`config.mk`:
```
export PLATFORM = sky130hd
export DESIGN_NAME = bus_oe_arbiter
export DESIGN_NICKNAME = d
export VERILOG_FILES = /design/src/rtl/bus_oe_arbiter.sv
export SDC_FILE = /design/constraint.sdc
export NUM_CORES = 1
export LEC_CHECK = 0
export CAP_MARGIN = 20
export CORE_ASPECT_RATIO = 2
export CORE_UTILIZATION = 35
export DETAILED_ROUTE_END_ITERATION = 10
export GPL_TIMING_DRIVEN = 0
export SLEW_MARGIN = 25
export SYNTH_ARGS = -nofsm -noshare
export SYNTH_HDL_FRONTEND = slang
export SYNTH_SLANG_ARGS = --single-unit
export TNS_END_PERCENT = 5
```
`constraint.sdc`:
```
create_clock -name clk -period 2.2 [get_ports clk]
set_input_delay 0.44 -clock clk [delete_from_list [all_inputs] [get_ports clk]]
set_output_delay 0.44 -clock clk [all_outputs]
set_load 0.1 [all_outputs]
```
`src/rtl/bus_oe_arbiter.sv`:
```
// Round-robin arbiter for four tri-state driver banks: registered one-hot grant,
// active-low output enables, bounded hold time and an all-off turnaround gap.
module bus_oe_arbiter #(
  parameter int HOLD_MAX   = 8,
  parameter int TURNAROUND = 1
) (
  input  logic       clk,
  input  logic       reset_bar,
  input  logic [3:0] req,
  output logic [3:0] gnt,
  output logic [3:0] oe_bar,
  output logic [1:0] owner,
  output logic       busy
);

  typedef enum logic [1:0] {
    IDLE  = 2'd0,
    GRANT = 2'd1,
    TURN  = 2'd2
  } state_t;

  state_t     r_state;
  state_t     w_state_next;
  logic [7:0] r_hold;
  logic [7:0] w_hold_next;
  logic [3:0] r_turn;
  logic [3:0] w_turn_next;
  logic [1:0] r_last;
  logic [1:0] w_last_next;
  logic [1:0] r_owner;
  logic [1:0] w_owner_next;
  logic [3:0] r_gnt;
  logic [3:0] w_gnt_next;
  logic [3:0] r_oe_bar;
  logic       r_busy;

  logic [1:0] w_winner;
  logic [1:0] w_idx;
  logic       w_any_req;
  logic       w_release;

  // Scan from the farthest candidate back to last+1 so the nearest one wins.
  always_comb begin
    w_any_req = |req;
    w_winner  = r_last;
    w_idx     = r_last;
    for (int k = 4; k >= 1; k--) begin
      w_idx = r_last + 2'(k);
      if (req[w_idx]) begin
        w_winner = w_idx;
      end
    end
  end

  assign w_release = !req[r_owner] || (r_hold == 8'(HOLD_MAX));

  always_comb begin
    w_state_next = r_state;
    w_hold_next  = r_hold;
    w_turn_next  = r_turn;
    w_last_next  = r_last;
    w_owner_next = r_owner;
    w_gnt_next   = r_gnt;
    case (r_state)
      IDLE: begin
        w_gnt_next = 4'b0000;
        if (w_any_req) begin
          w_state_next = GRANT;
          w_gnt_next   = 4'b0001 << w_winner;
          w_owner_next = w_winner;
          w_hold_next  = 8'd1;
        end
      end
      GRANT: begin
        if (w_release) begin
          w_state_next = TURN;
          w_gnt_next   = 4'b0000;
          w_last_next  = r_owner;
          w_turn_next  = 4'd1;
        end else begin
          w_hold_next = r_hold + 8'd1;
        end
      end
      TURN: begin
        w_gnt_next = 4'b0000;
        if (r_turn == 4'(TURNAROUND)) begin
          w_state_next = IDLE;
          w_turn_next  = 4'd0;
        end else begin
          w_turn_next = r_turn + 4'd1;
        end
      end
      default: begin
        w_state_next = IDLE;
        w_gnt_next   = 4'b0000;
      end
    endcase
  end

  // Enables are registered from the same next-grant value, so they can never
  // disagree with gnt and are forced off the instant reset asserts.
  always_ff @(posedge clk or negedge reset_bar) begin
    if (!reset_bar) begin
      r_state  <= IDLE;
      r_hold   <= 8'd0;
      r_turn   <= 4'd0;
      r_last   <= 2'd3;
      r_owner  <= 2'd0;
      r_gnt    <= 4'b0000;
      r_oe_bar <= 4'b1111;
      r_busy   <= 1'b0;
    end else begin
      r_state  <= w_state_next;
      r_hold   <= w_hold_next;
      r_turn   <= w_turn_next;
      r_last   <= w_last_next;
      r_owner  <= w_owner_next;
      r_gnt    <= w_gnt_next;
      r_oe_bar <= ~w_gnt_next;
      r_busy   <= (w_state_next != IDLE);
    end
  end

  assign gnt    = r_gnt;
  assign oe_bar = r_oe_bar;
  assign owner  = r_owner;
  assign busy   = r_busy;

endmodule

```
==> impl_results.md, run 1 <==
- Worst slew margin: 0.357
- Root Driver: clkbuf_8
- Slowest-stage cell, CP: clkdlybuf4s50_1
- Post-Syn Instances: 127
- Critical Path AT: 1.71 ns
- Antenna cells: 0
- CTS tree: yes
- Netlist Area Pre-Place: 1370 um^2
- Finished Cell Area: 1620 um^2
- Initial drt markers: 25
- # Post-CTS Setup Buffers: 0
- Routed len/inst: 13.3 um
- RSZ-0062 raised after global routing: false
- Worst hold path class: primary input to async pin
- Final setup fails: 0
- Syn_nets: 137
- CTS Buf Count: 3
- Row count: 31
- Via/cell ratio: 5.16
- Clock transition at path regs: 0.09 ns
- Die X-Extent: 46.2 um
- R2R Setup Slk: 0.36 ns
- Max cap viols: 0
- TritonRoute pass-1 iters: 4
- CTS hold repair buffers: 0
- Ports: 17
- Inst Count DP: 192
- Mapped Avg Cell Area: 10.7 um^2
- Vias in the first global route: 1087
- Largest net degree at the start of global routing: 28
- Post-synth EDFFs: 0
- H-tree Lvls: 1
- Final Skew: 0.00642 ns
- Area leader, netlist: dfrtp_1
- CP peak stage delay: 1.12 ns
- Die area: 4170 um^2
- Area contributors post-synth: dfrtp_1 38%, dfstp_2 12%, ha_1 3.7%, nand2_1 3.0%, a31o_2 2.6%
- Synth top cells by count: 21 x dfrtp_1, 11 x nand2_1, 9 x nor2_1, 6 x dfstp_2, 5 x nand4_1
- Crit path time final: 2.15 ns
- Initial core utilization: 0.370
- Vias post-DR: 1011
- FF+latch count, synth: 27
- Sequential element share of the synthesized area: 0.500
- Worst setup path class: flip-flop to output port
- Clock sink count: 27
- Synth unique cells: 44
- CP Max Fanout: 1
- Layout net count: 158
- Max Slew Vio Count: 0
- Post-CTS Resized: 10
- Main synth FF type: dfrtp_1
- Placed Area: 1580 um^2
- Worst Setup End Kind: output port
- Initial antenna violation count: 0
- Latest clock arrival within the worst-skew pair: 0.27 ns
- Synth Warn #: 0
- Fmax: 0.465 GHz
- Top cell type's share of synthesized area: 0.385
- Status: finished clean
- DP HPWL: 1.98 mm
- Critical-path cell list: clkdlybuf4s50_1
- Crit path launch type: flip-flop
- Period utilisation layout: 0.977
- Area Growth Syn to Fin: 18.4%
- GPL Wtd Cong: 0.817
- CP required: 1.76 ns
- Post-synth ARST share: 1.00
- Antenna-violating nets left: 0
- Core box area: 3680 um^2
- CP top delay family: buffers and inverters
- GRT Util Overall: 0.149
- Remaining DRCs: 0
- First-pass GRT wire length: 4.69 mm
- Port-buffer cells: 16
- Chip height: 90.3 um
- Finished Layout Cells: 196
- Final hold violation count: 0
- Final wirelength: 2.61 mm
- Worst slew pin tran: 0.968 ns
- Final core utilization: 0.439
- Top-count cell post-synth: dfrtp_1
- GR Overflow Total: 0
- WP buf/inv: 1
- Share of cells above drive strength 1: 0.184
- Longest Clk Path Bufs: 2
## kinds of logic (layout without fill, tap and decap cells)
kind of cell | after synthesis | in the layout | synth area share
and+or+nand+nor | 50 | 50 | 0.202
DFF | 27 | 27 | 0.500
AOI/OAI and AO/OA | 29 | 29 | 0.164
buffers and inverters | 9 | 29 | 0.0312
muxes | 4 | 4 | 0.0403
adders and majority gates | 4 | 4 | 0.0367
xor gates and xnor gates | 4 | 4 | 0.0257
## state kept, by name, summed over array words and instances (netlist names)
| register | count |
|---|---|
| r_last | 2 |
| r_state | 2 |
| owner | 2 |
| oe_bar | 4 |
| r_hold | 8 |
| gnt | 4 |
| busy | 1 |
| r_turn | 4 |
## path summary, 6_finish.rpt
| path | start | end | cells past startpoint |
|---|---|---|---|
| worst min-delay path | reset_bar | r_turn[3]$_DFFE_PN0P_ | 1 |
| worst max-delay path | busy$_DFF_PN0_ | busy | 1 |
| min in group clk | gnt[1]$_DFF_PN0_ | oe_bar[1]$_DFF_PN1_ | 1 |
| worst min register to register | gnt[1]$_DFF_PN0_ | oe_bar[1]$_DFF_PN1_ | 1 |
| worst max register to register | r_hold[5]$_DFFE_PN0P_ | r_hold[0]$_DFFE_PN0P_ | 5 |
| max in group asynchronous | reset_bar | owner[0]$_DFFE_PN0P_ | 1 |
## layer usage
| metal | vias to the layer above | wire length [um] | track usage |
|---|---|---|---|
| met4 | 0 | 38 | 0.0539 |
| li1 | 504 | - | - |
| met2 | 10 | 1440 | 0.261 |
| met5 | - | 0 | 0 |
| met1 | 493 | 1070 | 0.168 |
| met3 | 4 | 63 | 0.0260 |
## cell usage in the layout (no fill, tap or decap), types with 4 or more instances in the layout
cell             instances
a21oi_1                  4
a31o_2                   4
clkdlybuf4s50_1          5
dfrtp_1                 20
dfstp_2                  6
dlygate4sd2_1           10
ha_1                     4
inv_1                    4
nand2_1                 11
nand4_1                  5
nor2_1                   9
nor3_1                   4
o21ai_0                  4
xor2_1                   4
## worst register-to-register path, cell delays in order (launching register included)
cell and delay [ns]:
dfrtp_1 0.43, or4_4 0.57, o311a_1 0.31, buf_2 0.19, nor3_1 0.16, a21oi_1 0.06
## area by class of cell
type | instances | area, um^2
flip-flops and latches | 27 | 684
multi-input cells | 91 | 639
fillers | 366 | 2070
clock buffers | 3 | 41.3
clock inverters | 1 | 5.00
plain buffers | 5 | 27.5
well taps | 49 | 61.3
repair buffers | 16 | 143
inverters | 4 | 15.0
## through the flow
step,worst slack (ns),setup TNS [ns],hold slack (ns)
2_1_floorplan,0.0277,0,0.144
3_3_place_gp,-0.0963,-0.336,0.441
3_5_place_dp,-0.114,-0.799,0.440
4_1_cts,0.0398,0,0.189
5_1_grt,0.00182,0,0.221
6_report,0.0513,0,0.164
Power of run 1 is left out: the tool's default activity adds up to more than one toggle a clock period on the data nets, which glitch-free logic cannot reach.
==> inputs of run 2 (changes only) <==
PLACE_DENSITY = 0.66   (was unset)
==> impl_results.md, run 2 (synthesized netlist as in run 1, its figures left out) <==
- Final Skew: 0.0105 ns (+0.00407 ns)
- Final core utilization: 0.440 (+0.00102)
- Antenna cells: 0 (unchanged)
- Area Growth Syn to Fin: 18.7%
- Fillers: 364 (-0.55%)
- Largest register FFs: 8 (unchanged)
- Slowest-stage cell, CP: clkdlybuf4s50_1
- CP top delay family: buffers and inverters
- Longest Clk Path Bufs: 2 (unchanged)
- Die X-Extent: 46.2 um (unchanged)
- Root Driver: clkbuf_8
- WP buf/inv: 1 (unchanged)
- Crit path time final: 2.16 ns (+0.0104 ns)
- Worst slew margin: 0.359 (+0.00227)
- Setup tns final: 0 ns (unchanged)
- CTS hold repair buffers: 0 (unchanged)
- Port-buffer cells: 16 (unchanged)
- Ports: 17 (unchanged)
- Critical Path AT: 1.72 ns (about the same)
- CP required: 1.76 ns (about the same)
- GRT Util Overall: 0.151 (+0.00175)
- Chip height: 90.3 um (unchanged)
- CP peak stage delay: 1.12 ns (about the same)
- Reg area: 684 um^2 (unchanged)
- CTS Buf Count: 3 (unchanged)
- Most frequent cells in the layout: 20 x dfrtp_1, 11 x nand2_1, 10 x dlygate4sd2_1
- Status: finished clean
- DP HPWL: 2.06 mm (+3.7%)
- Via/cell ratio: 5.39 (+4.5%)
- First-pass GRT wire length: 4.61 mm (-1.8%)
- Antenna-violating nets left: 0 (unchanged)
- Vias post-DR: 1057 (+4.5%)
- Critical-path cell list: clkdlybuf4s50_1
- Vias in the first global route: 984 (-9.5%)
- Die area: 4170 um^2 (unchanged)
- Period utilisation layout: 0.981 (+0.00472)
- Finished Cell Area: 1620 um^2 (+0.23%)
- Clock transition at path regs: 0.10 ns (about the same)
- Initial drt markers: 17 (-32%)
- Initial core utilization: 0.370 (unchanged)
- Final hold violation count: 0 (unchanged)
- GPL Wtd Cong: 0.816 (about the same)
- RSZ-0062 raised after global routing: false
- Worst setup path class: flip-flop to output port
- Clock sink count: 27 (unchanged)
- Latest clock arrival within the worst-skew pair: 0.28 ns (about the same)
- Layout net count: 158 (unchanged)
- Max Slew Vio Count: 0 (unchanged)
- Core box area: 3680 um^2 (unchanged)
- Reg with most FFs: r_hold
- H-tree Lvls: 1 (unchanged)
- CP Max Fanout: 1 (unchanged)
- Remaining DRCs: 0 (unchanged)
- Share of cells above drive strength 1: 0.184 (unchanged)
- Row count: 31 (unchanged)
- Final setup fails: 0 (unchanged)
- Worst Setup End Kind: output port
- Footprint of the multi-input gates: 639 um^2 (unchanged)
- CTS tree: yes
- Initial antenna violation count: 0 (unchanged)
- TritonRoute pass-1 iters: 4 (unchanged)
- Commonest non-fill, non-tap cell in the layout: dfrtp_1
- Fmax: 0.463 GHz (-0.48%)
- Routed len/inst: 14.0 um (+4.7%)
- GR Overflow Total: 0 (unchanged)
- Worst slew pin tran: 0.958 ns (-0.0102 ns)
- Crit path launch type: flip-flop
- Final wirelength: 2.74 mm (+4.7%)
- Max cap viols: 0 (unchanged)
- Fin Hold WS: 0.149 ns (-0.0149 ns)
- Worst hold path class: primary input to async pin
- Largest net degree at the start of global routing: 28 (unchanged)
- Placed Area: 1580 um^2 (unchanged)
[run 2: cell types whose count changed in the layout (fill, tap and decap cells not counted), sizes merged]
cell	delta
clkinv	-1
inv	+1
[run 2: worst paths after layout]
path / startpoint / endpoint / slack [ns] / cells past startpoint
setup / recovery: busy$_DFF_PN0_ / busy / 0.04 / 1
hold / removal: reset_bar / r_turn[3]$_DFFE_PN0P_ / 0.15 / 1
setup reg to reg: r_hold[5]$_DFFE_PN0P_ / r_hold[0]$_DFFE_PN0P_ / 0.37 / 5
hold reg to reg: gnt[1]$_DFF_PN0_ / oe_bar[1]$_DFF_PN1_ / 0.46 / 1
max in group asynchronous: reset_bar / owner[0]$_DFFE_PN0P_ / 1.63 / 1
min in group clk: gnt[1]$_DFF_PN0_ / oe_bar[1]$_DFF_PN1_ / 0.46 / 1
[run 2: layout make-up]
| type | count | area share |
|---|---|---|
| Buffer | 5 | 0.0170 |
| Tap cell | 49 | 0.0378 |
| Sequential cell | 27 | 0.422 |
| Inverter | 4 | 0.00927 |
| Timing Repair Buffer | 16 | 0.0880 |
| Clock inverter | 1 | 0.00541 |
| Clock buffer | 3 | 0.0255 |
| Multi-Input combinational cell | 91 | 0.395 |
[run 2: layer usage]
layer	global-route usage	routed length, um	vias to the layer above
li1	-	-	508
met5	0	0	-
met4	0.0809	75	0
met1	0.187	1090	527
met3	0.0140	63	6
met2	0.243	1510	16
[run 2: through the flow]
step                      setup WS (ns)  instances
after floorplan                  0.0277        127
after global placement          -0.0745        192
after detailed placement         -0.118        192
after CTS                        0.0324        196
after global routing            0.00180        196
final                            0.0409        196
[run 2: timing repair]
| item | CTS | global route |
|---|---|---|
| gates resized for setup | 10 | 0 |
| setup buffers | 0 | 0 |
| endpoints found under the setup margin | 10 | 0 |
Power of run 2 is left out for the same reason.
